$ cat src/rtl/vrc_pkg.sv
// vrc_pkg: shared defaults and types for vector_range_compactor.
package vrc_pkg;

    localparam int unsigned VRC_N_ELEM = 12;
    localparam int unsigned VRC_DATA_W = 8;
    localparam int unsigned VRC_IDX_W  = 4;

    typedef enum logic {
        IDLE   = 1'b0,
        STREAM = 1'b1
    } state_t;

    typedef logic [VRC_DATA_W-1:0] elem_t;

endpackage

$ cat src/rtl/vrc_next_set.sv
// vrc_next_set: finds the lowest set mask bit at or above a start index.
module vrc_next_set
    import vrc_pkg::*;
#(
    parameter int unsigned N_ELEM = VRC_N_ELEM,
    parameter int unsigned IDX_W  = VRC_IDX_W
) (
    input  logic [N_ELEM-1:0] i_mask,
    input  logic [IDX_W-1:0]  i_start,
    output logic [IDX_W-1:0]  o_idx,
    output logic              o_none
);

    always_comb begin
        o_idx  = '0;
        o_none = 1'b1;
        // Scan downward so the lowest qualifying index is the final assignment.
        for (int unsigned i = N_ELEM; i > 0; i--) begin
            if (i_mask[i-1] && ((i - 1) >= 32'(i_start))) begin
                o_idx  = IDX_W'(i - 1);
                o_none = 1'b0;
            end
        end
    end

endmodule

$ cat src/rtl/vector_range_compactor.sv
// vector_range_compactor: streams the in-range elements of each checked vector.
// Optional VRC_PREFETCH_EN adds a second holding register for back-to-back vectors.
module vector_range_compactor
    import vrc_pkg::*;
#(
    parameter int unsigned N_ELEM = VRC_N_ELEM,
    parameter int unsigned DATA_W = VRC_DATA_W,
    parameter int unsigned IDX_W  = VRC_IDX_W
) (
    input  logic                       clock,
    input  logic                       reset,
    input  logic                       in_valid,
    output logic                       in_ready,
    input  logic [N_ELEM*DATA_W-1:0]   in_vector,
    input  logic [N_ELEM-1:0]          in_error,
    output logic                       out_valid,
    input  logic                       out_ready,
    output logic [DATA_W-1:0]          out_data,
    output logic [IDX_W-1:0]           out_index,
    output logic                       out_last,
    output logic [IDX_W-1:0]           err_count,
    output logic                       vec_done,
    output logic                       all_err
);

    state_t                     r_state;
    logic [N_ELEM*DATA_W-1:0]   r_buf;
    logic [N_ELEM-1:0]          r_mask;
    logic [IDX_W-1:0]           r_ptr;
    logic [IDX_W-1:0]           r_nxt;
    logic [IDX_W-1:0]           r_err_count;
    logic [DATA_W-1:0]          r_out_data;
    logic                       r_out_valid;
    logic                       r_out_last;
    logic                       r_vec_done;
    logic                       r_all_err;

`ifdef VRC_PREFETCH_EN
    logic [N_ELEM*DATA_W-1:0]   r_hold_vec;
    logic [N_ELEM-1:0]          r_hold_mask;
    logic [IDX_W-1:0]           r_hold_err;
    logic                       r_hold_full;
    logic                       r_pend_allerr;
`endif

    logic                       w_in_ready;
    logic                       w_accept;
    logic                       w_beat;
    logic                       w_fin;
    logic                       w_load;
    logic [IDX_W-1:0]           w_in_popcnt;
    logic [N_ELEM*DATA_W-1:0]   w_ld_vec;
    logic [N_ELEM-1:0]          w_ld_mask;
    logic [IDX_W-1:0]           w_ld_err;
    logic [IDX_W-1:0]           w_first_idx;
    logic                       w_first_none;
    logic [N_ELEM*DATA_W-1:0]   w_cur_buf;
    logic [N_ELEM-1:0]          w_cur_mask;
    logic [IDX_W-1:0]           w_cur_idx;
    logic [IDX_W-1:0]           w_nxt_start;
    logic [IDX_W-1:0]           w_nxt_idx;
    logic                       w_nxt_none;
    logic [DATA_W-1:0]          w_cur_data;

    always_comb begin
        w_in_popcnt = '0;
        for (int unsigned i = 0; i < N_ELEM; i++) begin
            w_in_popcnt = w_in_popcnt + IDX_W'(in_error[i]);
        end
    end

    always_comb begin
        w_in_ready = 1'b0;
        if (!reset) begin
            case (r_state)
`ifdef VRC_PREFETCH_EN
                IDLE:    w_in_ready = !r_pend_allerr;
                STREAM:  w_in_ready = !r_hold_full;
`else
                IDLE:    w_in_ready = 1'b1;
                STREAM:  w_in_ready = 1'b0;
`endif
                default: w_in_ready = 1'b0;
            endcase
        end
    end

    assign w_accept = in_valid && w_in_ready;
    assign w_beat   = r_out_valid && out_ready;
    assign w_fin    = w_beat && r_out_last;

`ifdef VRC_PREFETCH_EN
    // A held vector takes priority; otherwise an accept on the final beat loads directly.
    assign w_ld_vec  = r_hold_full ? r_hold_vec  : in_vector;
    assign w_ld_mask = r_hold_full ? r_hold_mask : ~in_error;
    assign w_ld_err  = r_hold_full ? r_hold_err  : w_in_popcnt;
    assign w_load    = (w_accept && (r_state == IDLE)) || (w_fin && (r_hold_full || w_accept));
`else
    assign w_ld_vec  = in_vector;
    assign w_ld_mask = ~in_error;
    assign w_ld_err  = w_in_popcnt;
    assign w_load    = w_accept;
`endif

    vrc_next_set #(
        .N_ELEM (N_ELEM),
        .IDX_W  (IDX_W)
    ) u_first (
        .i_mask  (w_ld_mask),
        .i_start ('0),
        .o_idx   (w_first_idx),
        .o_none  (w_first_none)
    );

    // The pointer that becomes current this edge, and the lookup above it that
    // yields both the following pointer and the last flag.
    assign w_cur_buf   = w_load ? w_ld_vec    : r_buf;
    assign w_cur_mask  = w_load ? w_ld_mask   : r_mask;
    assign w_cur_idx   = w_load ? w_first_idx : r_nxt;
    assign w_nxt_start = w_cur_idx + 1'b1;

    vrc_next_set #(
        .N_ELEM (N_ELEM),
        .IDX_W  (IDX_W)
    ) u_next (
        .i_mask  (w_cur_mask),
        .i_start (w_nxt_start),
        .o_idx   (w_nxt_idx),
        .o_none  (w_nxt_none)
    );

    always_comb begin
        w_cur_data = '0;
        for (int unsigned i = 0; i < N_ELEM; i++) begin
            if (w_cur_idx == IDX_W'(i)) begin
                w_cur_data = w_cur_buf[i*DATA_W +: DATA_W];
            end
        end
    end

    always_ff @(posedge clock or posedge reset) begin
        if (reset) begin
            r_state       <= IDLE;
            r_buf         <= '0;
            r_mask        <= '0;
            r_ptr         <= '0;
            r_nxt         <= '0;
            r_err_count   <= '0;
            r_out_data    <= '0;
            r_out_valid   <= 1'b0;
            r_out_last    <= 1'b0;
            r_vec_done    <= 1'b0;
            r_all_err     <= 1'b0;
`ifdef VRC_PREFETCH_EN
            r_hold_vec    <= '0;
            r_hold_mask   <= '0;
            r_hold_err    <= '0;
            r_hold_full   <= 1'b0;
            r_pend_allerr <= 1'b0;
`endif
        end else begin
            r_vec_done <= 1'b0;
            r_all_err  <= 1'b0;

            if (w_fin) begin
                r_vec_done  <= 1'b1;
                r_state     <= IDLE;
                r_out_valid <= 1'b0;
                r_out_last  <= 1'b0;
            end else if (w_beat) begin
                r_ptr      <= w_cur_idx;
                r_nxt      <= w_nxt_idx;
                r_out_data <= w_cur_data;
                r_out_last <= w_nxt_none;
            end

`ifdef VRC_PREFETCH_EN
            if (r_pend_allerr) begin
                r_pend_allerr <= 1'b0;
                r_all_err     <= 1'b1;
                r_vec_done    <= 1'b1;
            end
            if (w_accept && (r_state == STREAM) && !w_fin) begin
                r_hold_vec  <= in_vector;
                r_hold_mask <= ~in_error;
                r_hold_err  <= w_in_popcnt;
                r_hold_full <= 1'b1;
            end
            if (w_fin && r_hold_full) begin
                r_hold_full <= 1'b0;
            end
`endif

            if (w_load) begin
                r_buf       <= w_ld_vec;
                r_mask      <= w_ld_mask;
                r_err_count <= w_ld_err;
                if (w_first_none) begin
                    r_state     <= IDLE;
                    r_out_valid <= 1'b0;
                    r_out_last  <= 1'b0;
`ifdef VRC_PREFETCH_EN
                    // The streamed vector already owns this edge's vec_done; defer by one.
                    if (w_fin) begin
                        r_pend_allerr <= 1'b1;
                    end else begin
                        r_all_err  <= 1'b1;
                        r_vec_done <= 1'b1;
                    end
`else
                    r_all_err  <= 1'b1;
                    r_vec_done <= 1'b1;
`endif
                end else begin
                    r_state     <= STREAM;
                    r_out_valid <= 1'b1;
                    r_ptr       <= w_cur_idx;
                    r_nxt       <= w_nxt_idx;
                    r_out_data  <= w_cur_data;
                    r_out_last  <= w_nxt_none;
                end
            end
        end
    end

    assign in_ready  = w_in_ready;
    assign out_valid = r_out_valid;
    assign out_data  = r_out_data;
    assign out_index = r_ptr;
    assign out_last  = r_out_last;
    assign err_count = r_err_count;
    assign vec_done  = r_vec_done;
    assign all_err   = r_all_err;

endmodule

$ cat config.mk
export PLATFORM = sky130hd
export DESIGN_NAME = vector_range_compactor
export DESIGN_NICKNAME = d
export VERILOG_FILES = /design/src/rtl/vrc_pkg.sv /design/src/rtl/vrc_next_set.sv /design/src/rtl/vector_range_compactor.sv
export SDC_FILE = /design/constraint.sdc
export NUM_CORES = 1
export LEC_CHECK = 0
export ABC_AREA = 1
export BUFFER_PORTS_ARGS = -buffer_cell sky130_fd_sc_hd__buf_2
export CAP_MARGIN = 20
export CELL_PAD_IN_SITES_DETAIL_PLACEMENT = 1
export CELL_PAD_IN_SITES_GLOBAL_PLACEMENT = 1
export CORE_UTILIZATION = 40
export CTS_CLUSTER_DIAMETER = 60
export DETAILED_ROUTE_END_ITERATION = 7
export PLACE_DENSITY_LB_ADDON = 0.1
export SLEW_MARGIN = 20
export SYNTH_ARGS = -nofsm -noshare
export SYNTH_HDL_FRONTEND = slang
export SYNTH_SLANG_ARGS = --single-unit
$ cat constraint.sdc
create_clock -name clock -period 5.28 [get_ports clock]
set_clock_uncertainty 0.1 [all_clocks]
set_input_delay 1.056 -clock clock [delete_from_list [all_inputs] [get_ports clock]]
set_output_delay 1.056 -clock clock [all_outputs]
set_load 0.02 [all_outputs]
==> results.sh, run 1 <==
export IMPL_antenna_found_initial=0
export IMPL_gp_congestion=0.786
export IMPL_swShare=0.420
export IMPL_grt_overflow=0
export IMPL_drtAntennaViolNets=0
export IMPL_dp_cells=1201
export IMPL_path_clk_slew_ns=0.06
export IMPL_ys_seq_elements=132
export IMPL_synth_edff_count=0
export IMPL_crit_path_end_kind="flip-flop"
export IMPL_core_area_um2=16700
export IMPL_die_area_um2=17800
export IMPL_critPathKind="in -> reg"
export IMPL_leakage_nw=4.62
export IMPL_netlist_area_um2=6900
export IMPL_via_per_inst=4.79
export IMPL_p_sw_mw=2.11
export IMPL_yosys_top_cells_count="nand2_1 (370), dfrtp_1 (132), inv_1 (84), o21ai_0 (45), nand3_1 (38)"
export IMPL_cts_root_buf="clkbuf_16"
export IMPL_tightest_slew_ns=0.831
export IMPL_drv_slew=0
export IMPL_min_path_type="reg -> reg"
export IMPL_die_x_um=133
export IMPL_ys_seq_area_frac=0.479
export IMPL_cap_violations=0
export IMPL_fmax_mhz=257
export IMPL_finalSetupViolCount=0
export IMPL_async_flop_share=1.00
export IMPL_relSlewSlack=0.446
export IMPL_p_int_mw=2.91
export IMPL_ys_warn_count=0
export IMPL_rsz0062_at_grt="no"
export IMPL_seq_area_um2=3300
export IMPL_vdd_drop_max_uv=305
export IMPL_synth_top_area_frac=0.479
export IMPL_finalHoldViolCount=0
export IMPL_drcViolationCount=0
export IMPL_grt_pass1_vias=6155
export IMPL_grt_usage=0.225
export IMPL_sequentialPowerShare=0.327
export IMPL_insertedDiodeCount=0
export IMPL_grt_pass1_wl_mm=31.1
export IMPL_drt_iter0_markers=332
export IMPL_die_y_um=133
export IMPL_finalPower_mw=5.02
export IMPL_wire_per_inst_um=15.1
export IMPL_cp_arrival_ns=4.14
export IMPL_hold_buffers=0
export IMPL_p_comb_frac=0.452
export IMPL_avgSynthCellArea_um2=7.91
export IMPL_power_density_nw_per_um2=604
export IMPL_clkPwrFrac=0.221
export IMPL_vias=5904
export IMPL_startpoint_type="primary input"
export IMPL_dr_pass1_iters=4
export IMPL_cts_sinks=132
export IMPL_numCtsBuffers=17
export IMPL_io_buffers=132
export IMPL_clockBufferDepth=2
export IMPL_cts_tree="yes"
export IMPL_post_synth_top_count_cell="nand2_1"
export IMPL_synthToLayoutAreaGrowth_pct=20.5
export IMPL_grt_max_degree=88
export IMPL_multi_input_area_um2=3080
export IMPL_syn_inst=872
export IMPL_post_cts_resized=0
export IMPL_synth_distinct_cells=40
export IMPL_io_pins=133
export IMPL_htree_levels=4
export IMPL_synth_nets=1001
export IMPL_timing_final_crit_share=0.737
export IMPL_fin_crit_ns=3.89
export IMPL_cts_setup_buffers=0
export IMPL_synth_top_area_cell="dfrtp_1"
export IMPL_dpl_hpwl_mm=13.3
export IMPL_drt_total_wl_mm=18.6
export IMPL_status="completed"
export IMPL_drive_above_1_share=0.241
export IMPL_cp_data_required_time_ns=5.53
export IMPL_tns_ns=0
export IMPL_fin_cells=1233
export IMPL_clock_latency_ns=0.43
export IMPL_synth_flop_cell="dfrtp_1"
export IMPL_finalNetCount=1129
export IMPL_rows=47
export IMPL_synth_area_leaders="dfrtp_1 (48%), nand2_1 (20%), inv_1 (4.6%)"
export IMPL_initial_utilization=0.413
export IMPL_critPathMaxFanout=6
export IMPL_nFillCells=2117
-- power by group through the flow --
stage | clock (mW) | sequential [mW] | combinational [mW]
6_report | 1.11 | 1.64 | 2.27
5_1_grt | 1.17 | 1.69 | 2.60
4_1_cts | 1.13 | 1.65 | 2.29
3_5_place_dp | 0 | 1.66 | 2.27
3_3_place_gp | 0 | 1.64 | 2.21
2_1_floorplan | 0 | 1.68 | 1.58
-- worst paths after layout --
path                        startpoint           end  slack (ns)  cells past startpoint
hold / removal               r_buf[31]     r_buf[31]        0.38                      2
max in group asynchronous        reset     r_buf[61]        3.52                      3
setup reg to reg             out_valid      r_nxt[1]        1.80                     10
hold reg to reg              r_buf[31]     r_buf[31]        0.38                      2
min in group asynchronous        reset  err_count[0]        0.70                      2
setup / recovery           in_error[5]  err_count[2]        1.39                     12
-- cell families (layout without fill, tap and decap cells) --
logic type / Yosys count / after routing / share of synthesized area
and+or+nand+nor: 498 / 498 / 0.307
DFF: 132 / 132 / 0.479
buffers and inverters: 130 / 271 / 0.0746
AOI/OAI and AO/OA: 77 / 77 / 0.0726
adders and majority gates: 17 / 17 / 0.0385
muxes: 16 / 16 / 0.0232
xor gates and xnor gates: 2 / 2 / 0.00526
-- sequential cells by signal, summed over array words and instances, names as in the netlist --
signal,cells
out_index,4
r_buf,96
vec_done,1
out_data,8
r_mask,12
out_valid,1
r_nxt,4
out_last,1
err_count,4
all_err,1
-- metal layers --
metal,part of all wire,track usage
met5,0,0
met4,0.012,0.0644
met3,0.034,0.0392
met2,0.46,0.363
met1,0.49,0.310
-- cell type report --
| cell class | count | share of cell area |
|---|---|---|
| Multi-Input combinational cell | 610 | 0.371 |
| Inverter | 101 | 0.0462 |
| Clock buffer | 18 | 0.0528 |
| Clock inverter | 14 | 0.0134 |
| Timing Repair Buffer | 138 | 0.0864 |
| Sequential cell | 132 | 0.397 |
| Tap cell | 220 | 0.0331 |
-- critical path: stages --
cell and delay, ns:
buf_2 0.14, inv_1 0.07, fa_1 0.56, fa_1 0.43, fa_1 0.51, fa_1 0.42
inv_1 0.08, ha_1 0.17, inv_1 0.06, fa_1 0.37, xor2_1 0.15, o21ai_0 0.13
-- cells in the final DEF (no fill, tap or decap), drive strengths merged, types with 2 or more instances in the layout --
cell type    n
nand2      375
buf        138
dfrtp      132
inv        100
o21ai       49
nand3       41
nor2        40
or2         26
clkbuf      18
mux2i       16
clkinv      12
nand4       11
a21oi       11
ha          10
o211ai       9
fa           7
nor3         4
o22ai        2
clkinvlp     2
xor2         2
-- metrics by stage --
step,hold slack [ns],util,setup WS [ns],cell area [um^2]
after floorplan,0.345,-,0.598,6900
after global placement,0.359,0.465,1.03,7760
after detailed placement,0.364,0.465,0.945,7760
after CTS,0.382,0.498,1.41,8310
after global routing,0.392,0.498,1.14,8310
final,0.377,0.498,1.39,8310
Power figures use the tool's default switching activity.
==> inputs of run 2 (changes only) <==
CORE_UTILIZATION = 37   (was 40)
clock period = 3.2 ns   (was 5.28 ns; I/O delays follow)
==> run 2 against run 1 <==
  * The flow now finishes with violations (DRC, setup timing)
  * Setup slack got worse by 1.6 ns
  * Via count increased by 4.1%
  * Cell area up 7.4%
  * Combinational power rose by 86%
  * Utilization shrank 0.42 points
  * Clock power grew 87%
  * Largest cell class unchanged
==> results.sh, run 2 (synthesis results as in run 1) <==
export IMPL_failed_checks="DRC, setup timing"
export IMPL_numCtsBuffers=17
export IMPL_whs_ns=0.164
export IMPL_p_comb_frac=0.469
export IMPL_wire_per_inst_um=15.2
export IMPL_setup_slack_ns=-0.169
export IMPL_vdd_drop_max_uv=522
export IMPL_tns_ns=-0.403
export IMPL_cp_arrival_ns=3.57
export IMPL_cap_violations=0
export IMPL_insertedDiodeCount=0
export IMPL_io_pins=133
export IMPL_core_area_um2=18100
export IMPL_finalPower_mw=9.02
export IMPL_finalNetCount=1188
export IMPL_critPathMaxFanout=2
export IMPL_swShare=0.399
export IMPL_clockBufferDepth=2
export IMPL_fin_crit_ns=3.37
export IMPL_ff2ff_setup_slack_ns=0.16
export IMPL_finalHoldViolCount=0
export IMPL_die_x_um=139
export IMPL_p_sw_mw=3.60
export IMPL_antenna_found_initial=0
export IMPL_io_buffers=132
export IMPL_initial_utilization=0.381
export IMPL_grt_max_degree=128
export IMPL_via_per_inst=4.73
export IMPL_cts_sinks=132
export IMPL_drtAntennaViolNets=0
export IMPL_clock_latency_ns=0.42
export IMPL_slowest_delay_ns=0.54
export IMPL_hold_buffers=0
export IMPL_crit_buf_inv=4
export IMPL_fmax_mhz=297
export IMPL_die_y_um=139
export IMPL_min_path_type="in -> async"
export IMPL_dpl_hpwl_mm=14.1
export IMPL_clkPwrFrac=0.230
export IMPL_relSlewSlack=0.499
export IMPL_critical_path_most_common_cell="fa_1"
export IMPL_crit_path_end_kind="flip-flop"
export IMPL_p_int_mw=5.42
export IMPL_drt_total_wl_mm=19.7
export IMPL_rows=49
export IMPL_power_density_nw_per_um2=1010
export IMPL_tightest_slew_ns=0.751
export IMPL_drive_above_1_share=0.289
export IMPL_die_area_um2=19200
export IMPL_critPathSlowestCell="fa_1"
export IMPL_timing_final_crit_share=1.05
export IMPL_largest_reg_flops=96
export IMPL_grt_usage=0.219
export IMPL_dr_pass1_iters=6
export IMPL_drcViolationCount=18
export IMPL_crit_chain="buf_6 > fa_1 > inv_2 > fa_1 > fa_1 > fa_1 > inv_2 > ha_4 > inv_2 > fa_2 > o21ai_1"
export IMPL_top_register="r_buf"
export IMPL_cpLargestDelayFamily="adder cells"
export IMPL_final_common_cell="nand2_1"
export IMPL_gp_congestion=0.768
export IMPL_drt_iter0_markers=240
export IMPL_synthToLayoutAreaGrowth_pct=29.4
export IMPL_startpoint_type="primary input"
export IMPL_drv_slew=0
export IMPL_cts_root_buf="clkbuf_16"
export IMPL_critPathKind="in -> reg"
export IMPL_grt_pass1_vias=6547
export IMPL_r2r_end="out_data[0]"
export IMPL_leakage_nw=4.94
export IMPL_fin_util=0.493
export IMPL_path_clk_slew_ns=0.05
export IMPL_mostFrequentLayoutCells="nand2_1 (369), dfrtp_1 (132), buf_2 (130)"
export IMPL_htree_levels=4
export IMPL_reg2reg_from="out_valid"
export IMPL_status="complete, but fails checks"
export IMPL_sequentialPowerShare=0.300
export IMPL_cts_tree="yes"
export IMPL_reg2regPathDepth=17
export IMPL_finalSetupViolCount=3
export IMPL_grt_overflow=0
export IMPL_rsz0062_at_grt="yes"
export IMPL_grt_pass1_wl_mm=33.3
export IMPL_vias=6146
export IMPL_cp_data_required_time_ns=3.40
==> run 2: worst register-to-register path, delay by kind of cell, from the launching register on <==
kind | cells | cell delay (ns)
buffers and inverters | 4 | 1.08
and+or+nand+nor | 11 | 0.89
DFF | 1 | 0.42
muxes | 1 | 0.26
AOI/OAI and AO/OA | 1 | 0.18
==> run 2: area by class of cell <==
class / instances / area (um^2)
clock buffers: 22 / 474
repair buffers: 197 / 1210
inverters: 101 / 388
multi-input cells: 610 / 3110
well taps: 229 / 287
flip-flops and latches: 132 / 3300
clock inverters: 9 / 151
fillers: 2267 / 9160
==> run 2: metal layers <==
metal | track usage | part of all wire
met5 | 0 | 0
met4 | 0.0526 | 0.0090
met3 | 0.0378 | 0.031
met2 | 0.363 | 0.49
met1 | 0.299 | 0.47
==> run 2: worst max path at each step <==
| stage | slack [ns] | end | start | cells past startpoint |
|---|---|---|---|---|
| floorplan | -0.41 | err_count[2] | in_error[0] | 11 |
| global placement | -0.64 | err_count[2] | in_error[0] | 12 |
| detailed placement | -0.74 | err_count[2] | in_error[0] | 12 |
| CTS | -0.15 | err_count[1] | in_error[0] | 11 |
| global route | -0.25 | err_count[1] | in_error[9] | 11 |
| finish | -0.17 | err_count[1] | in_error[3] | 11 |
==> run 2: timing repair <==
item / 4_1_cts / 5_1_grt
resized for setup: 12 / 6
cloned: 0 / 0
setup buffers: 2 / 3
endpoints found under the setup margin: 3 / 13
pin swaps: 3 / 3
==> run 2: through the flow <==
| step | worst slack, ns | area (um^2) | cells |
|---|---|---|---|
| 3_3_place_gp | -0.640 | 8220 | 1265 |
| 2_1_floorplan | -0.413 | 6900 | 872 |
| 6_report | -0.169 | 8920 | 1300 |
| 3_5_place_dp | -0.738 | 8220 | 1265 |
| 4_1_cts | -0.155 | 8900 | 1298 |
| 5_1_grt | -0.247 | 8920 | 1300 |
==> run 2: power by group through the flow <==
stage	clock, mW	combinational (mW)	sequential (mW)
4_1_cts	2.13	4.30	2.71
3_5_place_dp	0	4.17	2.73
2_1_floorplan	0	2.61	2.78
3_3_place_gp	0	4.06	2.70
6_report	2.08	4.23	2.71
5_1_grt	2.19	4.81	2.79
